<file path="config.mk">
export PLATFORM = sky130hd
export DESIGN_NAME = alu_nibble_sequencer
export DESIGN_NICKNAME = d
export VERILOG_FILES = /design/src/rtl/alu_nibble_sequencer.sv
export SDC_FILE = /design/constraint.sdc
export NUM_CORES = 1
export LEC_CHECK = 0
export CAP_MARGIN = 20
export CORE_UTILIZATION = 41
export DETAILED_ROUTE_END_ITERATION = 10
export PLACE_DENSITY_LB_ADDON = 0.3
export SLEW_MARGIN = 20
export SYNTH_ARGS = -nofsm -noshare
export SYNTH_HDL_FRONTEND = slang
export SYNTH_SLANG_ARGS = --single-unit
export TNS_END_PERCENT = 100
</file>
<file path="constraint.sdc">
create_clock -name clk_i -period 5 [get_ports clk_i]
set_clock_uncertainty 0.15 [all_clocks]
set_input_delay 0.5 -clock clk_i [delete_from_list [all_inputs] [get_ports clk_i]]
set_output_delay 0.5 -clock clk_i [all_outputs]
set_load 0.02 [all_outputs]
</file>
<file path="src/rtl/alu_nibble_sequencer.sv">
// alu_nibble_sequencer
// Drives an external 4-bit combinational ALU one nibble at a time to perform
// a W = 4*NIBBLES bit ADD or SUB. The ALU has no carry-in, so each nibble
// normally takes two passes: P1 computes a_nib op b_nib, and P2 folds the
// incoming carry/borrow into that partial result.
//
// Optional build macro: ALU_NIBBLE_SEQUENCER_SKIP_EN
//   When defined, a nibble entered with no pending carry/borrow is finished
//   in P1 and its P2 pass is skipped. Results and flags are the same in both
//   builds; only the latency changes.
//
// Ports:
//   clk_i, rst_i         clock (rising edge), synchronous active-high reset
//   req_valid_i/ready_o  request handshake; req_sub_i, req_a_i, req_b_i
//   rsp_valid_o/ready_i  response handshake; rsp_result_o and carry/zero/
//                        overflow flags (carry means borrow for SUB)
//   alu_a_o, alu_b_o,    ALU operands and opcode (3'b000 ADD, 3'b001 SUB)
//   alu_op_o
//   alu_result_i,        ALU result and flags, combinational from alu_*_o
//   alu_carry_i,
//   alu_zero_i,
//   alu_overflow_i       not used
module alu_nibble_sequencer #(
  parameter int NIBBLES = 4
) (
  input  logic                 clk_i,
  input  logic                 rst_i,
  input  logic                 req_valid_i,
  output logic                 req_ready_o,
  input  logic                 req_sub_i,
  input  logic [4*NIBBLES-1:0] req_a_i,
  input  logic [4*NIBBLES-1:0] req_b_i,
  output logic                 rsp_valid_o,
  input  logic                 rsp_ready_i,
  output logic [4*NIBBLES-1:0] rsp_result_o,
  output logic                 rsp_carry_o,
  output logic                 rsp_zero_o,
  output logic                 rsp_overflow_o,
  output logic [3:0]           alu_a_o,
  output logic [3:0]           alu_b_o,
  output logic [2:0]           alu_op_o,
  input  logic [3:0]           alu_result_i,
  input  logic                 alu_carry_i,
  input  logic                 alu_zero_i,
  input  logic                 alu_overflow_i
);

  localparam int W  = 4 * NIBBLES;
  localparam int IW = $clog2(NIBBLES);
  localparam logic [IW-1:0] LAST_NIB = IW'(NIBBLES - 1);

  typedef enum logic [1:0] {
    IDLE,
    P1,
    P2,
    DONE
  } state_t;

  state_t          state_q, state_d;
  logic [W-1:0]    opA_q, opA_d;
  logic [W-1:0]    opB_q, opB_d;
  logic            sub_q, sub_d;
  logic [IW-1:0]   nibIdx_q, nibIdx_d;
  logic            cin_q, cin_d;
  logic            zeroAcc_q, zeroAcc_d;
  logic [3:0]      tmp_q, tmp_d;
  logic            c1_q, c1_d;
  logic [W-1:0]    result_q, result_d;

  logic [IW+1:0]   nibShift;
  logic [W-1:0]    opAShifted;
  logic [W-1:0]    opBShifted;
  logic [W-1:0]    resultWithNib;
  logic            lastNib;
  logic            isDone;
  logic            unusedAluOverflow;

  assign unusedAluOverflow = alu_overflow_i;

  // Current nibble of each operand, and the result with nibble i replaced by
  // the ALU output. Both result-writing passes take the value straight from
  // the ALU, so one insertion path serves them both.
  assign nibShift      = {nibIdx_q, 2'b00};
  assign opAShifted    = opA_q >> nibShift;
  assign opBShifted    = opB_q >> nibShift;
  assign resultWithNib = (result_q & ~(W'(4'hF) << nibShift))
                       | (W'(alu_result_i) << nibShift);
  assign lastNib       = (nibIdx_q == LAST_NIB);

  always_ff @(posedge clk_i) begin
    if (rst_i) begin
      state_q   <= IDLE;
      opA_q     <= '0;
      opB_q     <= '0;
      sub_q     <= 1'b0;
      nibIdx_q  <= '0;
      cin_q     <= 1'b0;
      zeroAcc_q <= 1'b0;
      tmp_q     <= '0;
      c1_q      <= 1'b0;
      result_q  <= '0;
    end else begin
      state_q   <= state_d;
      opA_q     <= opA_d;
      opB_q     <= opB_d;
      sub_q     <= sub_d;
      nibIdx_q  <= nibIdx_d;
      cin_q     <= cin_d;
      zeroAcc_q <= zeroAcc_d;
      tmp_q     <= tmp_d;
      c1_q      <= c1_d;
      result_q  <= result_d;
    end
  end

  always_comb begin
    state_d   = state_q;
    opA_d     = opA_q;
    opB_d     = opB_q;
    sub_d     = sub_q;
    nibIdx_d  = nibIdx_q;
    cin_d     = cin_q;
    zeroAcc_d = zeroAcc_q;
    tmp_d     = tmp_q;
    c1_d      = c1_q;
    result_d  = result_q;
    alu_a_o   = 4'h0;
    alu_b_o   = 4'h0;
    alu_op_o  = 3'b000;

    case (state_q)
      IDLE: begin
        if (req_valid_i) begin
          opA_d     = req_a_i;
          opB_d     = req_b_i;
          sub_d     = req_sub_i;
          nibIdx_d  = '0;
          cin_d     = 1'b0;
          zeroAcc_d = 1'b1;
          state_d   = P1;
        end
      end

      P1: begin
        alu_a_o  = opAShifted[3:0];
        alu_b_o  = opBShifted[3:0];
        alu_op_o = {2'b00, sub_q};
        tmp_d    = alu_result_i;
        c1_d     = alu_carry_i;
        state_d  = P2;
`ifdef ALU_NIBBLE_SEQUENCER_SKIP_EN
        // Nothing to fold in, so the P1 result is already the final nibble.
        if (!cin_q) begin
          result_d  = resultWithNib;
          cin_d     = alu_carry_i;
          zeroAcc_d = zeroAcc_q & alu_zero_i;
          if (lastNib) begin
            state_d = DONE;
          end else begin
            nibIdx_d = nibIdx_q + 1'b1;
            state_d  = P1;
          end
        end
`endif
      end

      P2: begin
        // At most one of the two passes can carry/borrow; OR them to form
        // the carry into the next nibble.
        alu_a_o   = tmp_q;
        alu_b_o   = {3'b000, cin_q};
        alu_op_o  = {2'b00, sub_q};
        result_d  = resultWithNib;
        cin_d     = c1_q | alu_carry_i;
        zeroAcc_d = zeroAcc_q & alu_zero_i;
        if (lastNib) begin
          state_d = DONE;
        end else begin
          nibIdx_d = nibIdx_q + 1'b1;
          state_d  = P1;
        end
      end

      DONE: begin
        if (rsp_ready_i) begin
          state_d = IDLE;
        end
      end

      default: state_d = IDLE;
    endcase
  end

  // Flags are only meaningful in DONE; gating them keeps the response port
  // quiet between operations.
  assign isDone         = (state_q == DONE);
  assign req_ready_o    = (state_q == IDLE);
  assign rsp_valid_o    = isDone;
  assign rsp_result_o   = result_q;
  assign rsp_carry_o    = isDone & cin_q;
  assign rsp_zero_o     = isDone & zeroAcc_q;
  assign rsp_overflow_o = isDone & (sub_q
    ? ((~opA_q[W-1] &  opB_q[W-1] &  result_q[W-1]) |
       ( opA_q[W-1] & ~opB_q[W-1] & ~result_q[W-1]))
    : ((~opA_q[W-1] & ~opB_q[W-1] &  result_q[W-1]) |
       ( opA_q[W-1] &  opB_q[W-1] & ~result_q[W-1])));

endmodule

</file>
# Word level (Yosys, flattened, before mapping)
# Index checks and enable logic that the tools add are counted.
# totals
regBits	60
wordCells	65
output_inout_bits	32
latchBits	0
romBits	0
mem_count	0
in_bits	44
mem_bits_rw	0
# op_classes
div	0
magnitude_cmp	0
addsub	1
n_bitwise	21
shifts	4
muxes	15
n_eq_ne	7
reduce_logical	7
n_mul	0
# ops
op	n
$shr 16x4->4	2
$and 16x16->16	1
$not 16->16	1
$or 16x16->16	1
$pmux 4 s2	2
$shl 4x4->16	1
$shl 4x4->16 const A	1
$and 1x1->1	12
$mux 2	5
$pmux 2 s4	1
$eq 2x2->1 const B	3
$ne 2x2->1 const B	3
$reduce_and 2->1	3
$mux 1	4
$pmux 1 s2	2
$pmux 2 s2	1
$not 1->1	3
$or 1x1->1	3
$reduce_and 3->1	1
$add 2x1->2 const B	1
$eq 2x1->1 const B	1
$logic_not 2->1	1
$reduce_bool 2->1	1
$reduce_or 2->1	1

# Longest topological paths before layout
# Gate-level depths: netlist of run 1.
# logic_depth
depth_word	6
depth_mapped	7

# Least setup slack after synthesis of run 1
# No wires, ideal clock.
# synth_timing
path_kind	reg-to-output
start	register state_q[0]
end	output port alu_a_o[3]
path_slack_ps	2920
arrival_ps	1430
path_stages_with_launch	7
path_buffers	1
cell_sequence	dfxtp_1 inv_1 ha_1 clkbuf_1 and3_1 a22oi_1 nand2_1
# synth_via
elab_chain_len	2
# synth_lines
element	line	rtl
from (decl)	59	state_t state_q, state_d;
from (signal assigned)	103	state_q <= state_d;
$eq 2x2->1 or $eq 2x1->1 (tied branches)	131	case (state_q)
$pmux 4 s2 *	131	
to (decl)	39	output logic [3:0] alu_a_o,
# Every way passes the cells marked *; elsewhere a longest branch is shown, timed or not.

# Final worst setup path of run 1
# layout_timing
start	register nibIdx_q[0]
end	output port alu_b_o[3]
# layout_via
elab_chain_len	2
# layout_lines
element	line	rtl
from (decl)	63	logic [IW-1:0] nibIdx_q, nibIdx_d;
from (signal assigned)	107	nibIdx_q <= nibIdx_d;
$shr 16x4->4	85	assign opBShifted = opB_q >> nibShift;
$pmux 4 s2	131	
to (decl)	40	output logic [3:0] alu_b_o,
# No other way between the ends.

==> impl_metrics.env, run 1 <==
export IMPL_min_path_cells=2
export IMPL_comb_power_share_pct=21.4
export IMPL_max_clock_freq_mhz=299
export IMPL_fin_nets=427
export IMPL_critPathLaunchType="flop"
export IMPL_syn_area_per_cell_um2=8.59
export IMPL_hold_buffers=0
export IMPL_wl_um=5970
export IMPL_finalCritPeriodShare_pct=66.8
export IMPL_cts_setup_buffers=0
export IMPL_ant_nets=0
export IMPL_r2r_end="state_q[1]"
export IMPL_grt_pass1_wl_um=10300
export IMPL_routabilityCongestion=0.731
export IMPL_ioPinCount=76
export IMPL_post_place_ws_ns=2.00
export IMPL_drcViolationCount=0
export IMPL_slew_limit_headroom_pct=29.1
export IMPL_ff2ff_path_depth=4
export IMPL_seq_area_frac_synth_pct=44.5
export IMPL_cts_root_buf="clkbuf_8"
export IMPL_vias_per_cell=5.03
export IMPL_peakVddDrop_uv=171
export IMPL_postSynthCellCount=314
export IMPL_yosysWarnings=0
export IMPL_power_density_nw_per_um2=337
export IMPL_grt_total_usage_pct=18.8
export IMPL_area_growth_pct=32.5
export IMPL_cts_tree="yes"
export IMPL_antenna_found_initial=0
export IMPL_synth_area_leaders="dfxtp_1 (45%), nand2_1 (11%), a21oi_1 (6.9%)"
export IMPL_fillers=578
export IMPL_hold_path_class="reg -> reg"
export IMPL_fin_ws_ns=1.66
export IMPL_synth_ff_type="dfxtp_1"
export IMPL_status="completed"
export IMPL_fp_dieH_um=83.1
export IMPL_synth_top_area_cell="dfxtp_1"
export IMPL_portBuffers=72
export IMPL_routedWlPerCell_um=13.1
export IMPL_hold_viol_final=0
export IMPL_die_area_um2=6910
export IMPL_p_switching_uw=345
export IMPL_critPathKind="reg -> out"
export IMPL_setup_viol=0
export IMPL_async_flop_share_pct=0
export IMPL_clock_latency_ns=0.33
export IMPL_cap_violations=0
export IMPL_clock_path_buffers=2
export IMPL_worst_pin_slew_ns=1.06
export IMPL_dp_hpwl_um=4110
export IMPL_clockPowerShare_pct=32.9
export IMPL_power_leakage_uw=0.00137
export IMPL_end_kind="primary output"
export IMPL_drv_slew=0
export IMPL_reg2reg_from="nibIdx_q[0]"
export IMPL_grt_pass1_vias=2142
export IMPL_drt_met1_wl_um=2900
export IMPL_grt_remaining_overflow=0
export IMPL_core_um2=6350
export IMPL_hp_start="opB_q[10]"
export IMPL_cts_max_level=3
export IMPL_start_util_pct=42.5
export IMPL_diodes=0
export IMPL_wl_met3_um=279
export IMPL_layout_drive_gt1_share_pct=7.37
export IMPL_fin_crit_ns=3.34
export IMPL_path_clk_slew_ns=0.06
export IMPL_synth_cell_area_um2=2700
export IMPL_hold_path_end="opB_q[10]"
export IMPL_fp_dieW_um=83.1
export IMPL_cts_sinks=60
export IMPL_worstPathRequired_ns=4.35
export IMPL_drt_initial_drc_count=103
export IMPL_met2_length_um=2690
export IMPL_dr_pass1_iters=4
export IMPL_numCtsBuffers=9
export IMPL_rows=29
export IMPL_grt_max_degree=63
export IMPL_highest_layer="met4"
export IMPL_p_sw_share_pct=28.7
export IMPL_reg2reg_setup_slack_ns=2.83
export IMPL_dr_total_vias=2297
export IMPL_yosysTopAreaCellShare_pct=44.5
export IMPL_synth_seq_cells=60
export IMPL_seqPwrFrac_pct=45.7
export IMPL_cp_arrival_ns=2.69
export IMPL_cp_max_fo=23
export IMPL_cts_resized=0
export IMPL_intPower_uw=859
export IMPL_setup_tns_ns=0
export IMPL_grt_setup_unrepaired="false"
export IMPL_synth_edf_count=0
export IMPL_synthDistinctLibCells=33
==> cell families after synthesis <==
kind of cell               after synthesis  share of synthesized area (%)
and+or+nand+nor                        131                           21.5
DFF                                     60                           44.5
AOI/OAI and AO/OA                       66                           14.7
xor gates and xnor gates                 1                          0.325
buffers and inverters                   27                           5.06
muxes                                   20                           9.97
other                                    1                          0.139
adders and majority gates                8                           3.71
==> layout by cell type (no fill, tap or decap), drive strengths merged <==
cell	instances
nand2	77
clkdlybuf4s50	71
dfxtp	60
a21oi	37
a22oi	22
nor2	22
clkbuf	15
mux2	10
ha	8
mux2i	7
and2	7
nand3	5
nand2b	5
inv	4
and3	4
and3b	3
o21ai	3
mux4	3
nand3b	2
nor3	2
nor2b	2
conb	2
nor3b	2
xor2	1
a311oi	1
a31o	1
o211ai	1
o21bai	1
clkinv	1
buf	1
==> state kept, by name, indices dropped and copies added (netlist names) <==
register      count
c1_q              1
cin_q             1
nibIdx_q          2
opA_q            16
opB_q            16
rsp_result_o     16
state_q           2
sub_q             1
tmp_q             4
zeroAcc_q         1
==> worst max path at each step <==
stage / from / to / slack (ns) / depth (start not counted)
floorplan: state_q[0] / alu_a_o[3] / 2.92 / 6
global placement: nibIdx_q[0] / alu_b_o[1] / 2.00 / 3
detailed placement: nibIdx_q[0] / alu_b_o[1] / 2.00 / 3
CTS: nibIdx_q[0] / alu_b_o[1] / 1.62 / 3
global route: nibIdx_q[0] / alu_b_o[3] / 1.55 / 3
finish: nibIdx_q[0] / alu_b_o[3] / 1.66 / 3
==> routing by layer <==
| layer | GRT usage (%) | up-vias |
|---|---|---|
| met1 | 24.9 | 1031 |
| li1 | - | 1191 |
| met2 | 28.5 | 65 |
| met4 | 10.8 | 0 |
| met5 | 0 | - |
| met3 | 3.98 | 10 |
==> area by class of cell <==
type | count | area (um^2) | share of cell area, %
timing repair buffer | 72 | 716 | 20.0
clock inverter | 1 | 5.00 | 0.140
clock buffer | 15 | 176 | 4.94
sequential | 60 | 1200 | 33.6
inverter | 4 | 15.0 | 0.420
tap | 77 | 96.3 | 2.70
multi-input combinational | 228 | 1370 | 38.2
==> power groups by stage <==
stage	registers, uW	clock network, uW	logic [uW]
after floorplan	553	0	181
after global placement	559	0	257
after detailed placement	561	0	259
after CTS	551	408	260
after global routing	557	433	284
final	551	396	258
==> cell usage after synthesis (2+ instances only) <==
cell type  number
nand2_1        77
dfxtp_1        60
a21oi_1        37
a22oi_1        22
nor2_1         22
buf_2          10
clkbuf_1        9
ha_1            8
and2_1          7
mux2_2          7
mux2i_1         7
nand2b_1        5
nand3_1         5
and3_1          4
inv_1           4
and3b_1         3
mux2_4          3
o21ai_0         3
buf_4           2
buf_6           2
mux4_1          2
nand3b_1        2
nor2b_1         2
nor3_1          2
==> through the flow <==
stage,hold slack (ns),util [%],std cells,power (uW),instance area [um^2]
floorplan,0.282,-,315,734,2700
global placement,0.290,53.4,441,816,3390
detailed placement,0.294,53.4,441,821,3390
CTS,0.302,56.3,457,1220,3570
global route,0.323,56.3,457,1280,3570
finish,0.301,56.3,457,1200,3570
==> critical path, cell delays in order, from the launching register on <==
cell and delay (ns):
dfxtp_1 0.99, mux4_1 0.64, and3_1 0.19, clkdlybuf4s50_1 0.54
Power figures use the tool's default switching activity.
==> inputs of run 2 (changes only) <==
==> constraint.sdc (replaced) <==
create_clock -name clk_i -period 2.84 [get_ports clk_i]
set_clock_uncertainty 0.15 [all_clocks]
set_input_delay 0.284 -clock clk_i [delete_from_list [all_inputs] [get_ports clk_i]]
set_output_delay 0.284 -clock clk_i [all_outputs]
set_load 0.02 [all_outputs]
==> impl_metrics.env, run 2 (synthesis gave the netlist of run 1 again) <==
export IMPL_fp_dieH_um=83.1
export IMPL_cts_tree="yes"
export IMPL_critPathLaunchType="flop"
export IMPL_die_area_um2=6910
export IMPL_rows=29
export IMPL_final_common_cell="nand2_1"
export IMPL_layout_drive_gt1_share_pct=9.28
export IMPL_grt_pass1_wl_um=10700
export IMPL_path_clk_slew_ns=0.06
export IMPL_routedWlPerCell_um=13.7
export IMPL_slew_limit_headroom_pct=51.8
export IMPL_grt_max_degree=43
export IMPL_clock_path_buffers=2
export IMPL_portBuffers=72
export IMPL_dp_hpwl_um=4410
export IMPL_drv_slew=0
export IMPL_setup_tns_ns=0
export IMPL_layout_common_cells="nand2_1 (77), clkdlybuf4s50_1 (68), dfxtp_1 (60), a21oi_1 (37)"
export IMPL_ant_nets=0
export IMPL_drcViolationCount=0
export IMPL_critPathKind="reg -> out"
export IMPL_cp_max_fo=5
export IMPL_cap_violations=0
export IMPL_end_kind="primary output"
export IMPL_setup_viol=0
export IMPL_post_place_ws_ns=0.407
export IMPL_clock_latency_ns=0.33
export IMPL_power_leakage_uw=0.00147
export IMPL_worst_pin_slew_ns=0.722
export IMPL_fin_ws_ns=0.0917
export IMPL_routabilityCongestion=0.750
export IMPL_cts_root_buf="clkbuf_8"
export IMPL_dr_total_vias=2357
export IMPL_grt_pass1_vias=2288
export IMPL_cp_arrival_ns=2.31
export IMPL_dr_pass1_iters=4
export IMPL_ioPinCount=76
export IMPL_fp_dieW_um=83.1
export IMPL_cts_setup_buffers=0
export IMPL_grt_setup_unrepaired="false"
export IMPL_grt_total_usage_pct=19.0
export IMPL_wl_um=6360
export IMPL_peakVddDrop_uv=318
export IMPL_hold_viol_final=0
export IMPL_finalCritPeriodShare_pct=96.8
export IMPL_cts_max_level=3
export IMPL_start_util_pct=42.5
export IMPL_worstPathRequired_ns=2.41
export IMPL_vias_per_cell=5.07
export IMPL_numCtsBuffers=9
export IMPL_fin_nets=435
export IMPL_status="completed"
export IMPL_grt_remaining_overflow=0
export IMPL_placed_cell_area_um2=3450
export IMPL_power_density_nw_per_um2=592
export IMPL_drt_initial_drc_count=88
export IMPL_antenna_found_initial=0
export IMPL_diodes=0
export IMPL_final_cell_area_um2=3640
export IMPL_area_growth_pct=35.0
export IMPL_core_um2=6350
export IMPL_fin_util_pct=57.4
export IMPL_fin_crit_ns=2.75
export IMPL_cts_sinks=60
export IMPL_hold_path_class="reg -> reg"
export IMPL_max_clock_freq_mhz=364
==> run 2: what timing repair did <==
item	CTS	global route
hold buffers	0	0
resized for setup	0	4
setup endpoints to repair	0	5
==> run 2: critical path, stage by stage (launching register included) <==
cell and delay, ns:
dfxtp_1 0.39, inv_1 0.10, ha_1 0.40, and3_2 0.29
a22oi_1 0.18, nand2_1 0.09, clkdlybuf4s50_1 0.54
==> run 2: layer usage <==
| layer | up-vias | track usage, % | routed length [um] |
|---|---|---|---|
| li1 | 1199 | - | - |
| met1 | 1093 | 25.0 | 3070 |
| met2 | 53 | 30.3 | 2960 |
| met3 | 12 | 3.88 | 226 |
| met4 | 0 | 7.99 | 108 |
| met5 | - | 0 | 0 |
==> run 2: layout make-up <==
type / count / area (um^2)
Clock buffer: 15 / 176
Clock inverter: 1 / 5.00
Fill cell: 602 / 2710
Inverter: 4 / 15.0
Multi-Input combinational cell: 228 / 1370
Sequential cell: 60 / 1200
Tap cell: 77 / 96.3
Timing Repair Buffer: 80 / 783
==> run 2: final timing paths <==
check | startpoint | end | slack (ns) | cells after the start
setup / recovery | state_q[0] | alu_a_o[3] | 0.09 | 6
hold / removal | opA_q[3] | opA_q[3] | 0.30 | 2
setup reg to reg | state_q[0] | state_q[1] | 0.89 | 5
hold reg to reg | opA_q[3] | opA_q[3] | 0.30 | 2
==> run 2: power by group <==
group	switching, uW	internal [uW]	leakage, uW	total (uW)
Clock	310	388	0.0000937	698
Combinational	264	227	0.000884	491
Sequential	47.7	918	0.000490	966
==> run 2: metrics by stage <==
stage	power (uW)	std cells	hold slack [ns]
6_report	2160	465	0.304
5_1_grt	2270	465	0.321
4_1_cts	2160	465	0.305
3_5_place_dp	1470	449	0.297
3_3_place_gp	1460	449	0.291
2_1_floorplan	1290	315	0.270
==> inputs of run 3 (changes only) <==
==> constraint.sdc (replaced) <==
create_clock -name clk_i -period 3.2 [get_ports clk_i]
set_clock_uncertainty 0.15 [all_clocks]
set_input_delay 0.32 -clock clk_i [delete_from_list [all_inputs] [get_ports clk_i]]
set_output_delay 0.32 -clock clk_i [all_outputs]
set_load 0.02 [all_outputs]
==> impl_metrics.env, run 3 (synthesis gave the netlist of run 1 again) <==
export IMPL_vias_per_cell=5.09
export IMPL_fin_crit_ns=2.82
export IMPL_dr_total_vias=2358
export IMPL_core_um2=6350
export IMPL_worstPathRequired_ns=2.73
export IMPL_cp_arrival_ns=2.35
export IMPL_dp_hpwl_um=4420
export IMPL_cts_root_buf="clkbuf_8"
export IMPL_routabilityCongestion=0.755
export IMPL_fp_dieW_um=83.1
export IMPL_grt_remaining_overflow=0
export IMPL_ioPinCount=76
export IMPL_grt_total_usage_pct=18.0
export IMPL_cts_max_level=3
export IMPL_min_path_cells=2
export IMPL_ff2ff_path_depth=5
export IMPL_cts_sinks=60
export IMPL_numCtsBuffers=9
export IMPL_dr_pass1_iters=5
export IMPL_setup_viol=0
export IMPL_critPathKind="reg -> out"
export IMPL_finalCritPeriodShare_pct=88.2
export IMPL_critPathLaunchType="flop"
export IMPL_final_common_cell="nand2_1"
export IMPL_ant_nets=0
export IMPL_cts_tree="yes"
export IMPL_dp_cells=447
export IMPL_layout_drive_gt1_share_pct=9.07
export IMPL_peakVddDrop_uv=388
export IMPL_die_area_um2=6910
export IMPL_portBuffers=72
export IMPL_clock_latency_ns=0.33
export IMPL_cts_resized=0
export IMPL_area_growth_pct=36.7
export IMPL_rows=29
export IMPL_use_met3_pct=2.88
export IMPL_wl_um=6290
export IMPL_cap_violations=0
export IMPL_cts_setup_buffers=0
export IMPL_grt_pass1_vias=2204
export IMPL_worst_pin_slew_ns=1.03
export IMPL_final_cells=463
export IMPL_hold_path_class="in -> reg"
export IMPL_drt_initial_drc_count=81
export IMPL_grt_busiest_layer="met2"
export IMPL_globalRouteMet1Util_pct=23.2
export IMPL_end_kind="primary output"
export IMPL_setup_tns_ns=0
export IMPL_slew_limit_headroom_pct=31.0
export IMPL_drv_slew=0
export IMPL_drcViolationCount=0
export IMPL_grt_setup_unrepaired="false"
export IMPL_hold_buffers=0
export IMPL_max_clock_freq_mhz=354
export IMPL_cp_max_fo=5
export IMPL_antenna_found_initial=0
export IMPL_path_clk_slew_ns=0.07
export IMPL_start_util_pct=42.5
export IMPL_fin_nets=433
export IMPL_power_leakage_uw=0.00144
export IMPL_fp_dieH_um=83.1
export IMPL_routedWlPerCell_um=13.6
export IMPL_grt_max_degree=35
export IMPL_diodes=0
export IMPL_clock_path_buffers=2
export IMPL_met2_usage_pct=29.7
export IMPL_status="completed"
export IMPL_power_density_nw_per_um2=579
export IMPL_grt_pass1_wl_um=10000
export IMPL_layout_common_cells="nand2_1 (77), clkdlybuf4s50_1 (71), dfxtp_1 (60), a21oi_1 (37)"
export IMPL_hold_viol_final=0
[run 3: metal layers]
metal  up-vias  part of all wire (%)
met5         -                     0
met4         0                   1.3
met3         7                   3.6
met2        60                    47
met1      1092                    48
li1       1199                     -
[run 3: worst paths after layout]
check	from	to	slack (ns)
min reg2reg	opA_q[9]	opA_q[9]	0.31
max	state_q[0]	alu_a_o[2]	0.38
min	rst_i	tmp_q[3]	0.29
max reg2reg	state_q[0]	opA_q[11]	1.06
[run 3: stage by stage]
stage / power [uW] / instance area [um^2] / hold slack (ns) / util, % / setup slack, ns
floorplan: 1150 / 2700 / 0.282 / - / 1.30
global placement: 1290 / 3440 / 0.290 / 54.1 / 0.707
detailed placement: 1300 / 3440 / 0.292 / 54.1 / 0.696
CTS: 2150 / 3690 / 0.286 / 58.1 / 0.335
global route: 2230 / 3690 / 0.314 / 58.1 / 0.231
finish: 2130 / 3690 / 0.293 / 58.1 / 0.377
[run 3: cell type report]
type | count | area [um^2]
Clock buffer | 12 | 155
Clock inverter | 4 | 95.1
Fill cell | 576 | 2660
Inverter | 4 | 15.0
Multi-Input combinational cell | 228 | 1360
Sequential cell | 60 | 1200
Tap cell | 77 | 96.3
Timing Repair Buffer | 78 | 761
[run 3: power breakdown]
| group | leakage [uW] | internal, uW | switching (uW) | total (uW) |
|---|---|---|---|---|
| clock | 0.000127 | 559 | 290 | 849 |
| sequential | 0.000490 | 815 | 43.9 | 859 |
| combinational | 0.000819 | 197 | 229 | 427 |
[run 3: critical path, stage by stage, from the launching register on]
cell	delay (ns)
dfxtp_1	0.40
inv_1	0.10
ha_1	0.39
and3_1	0.27
a22oi_1	0.23
nand2_1	0.10
clkdlybuf4s50_1	0.54
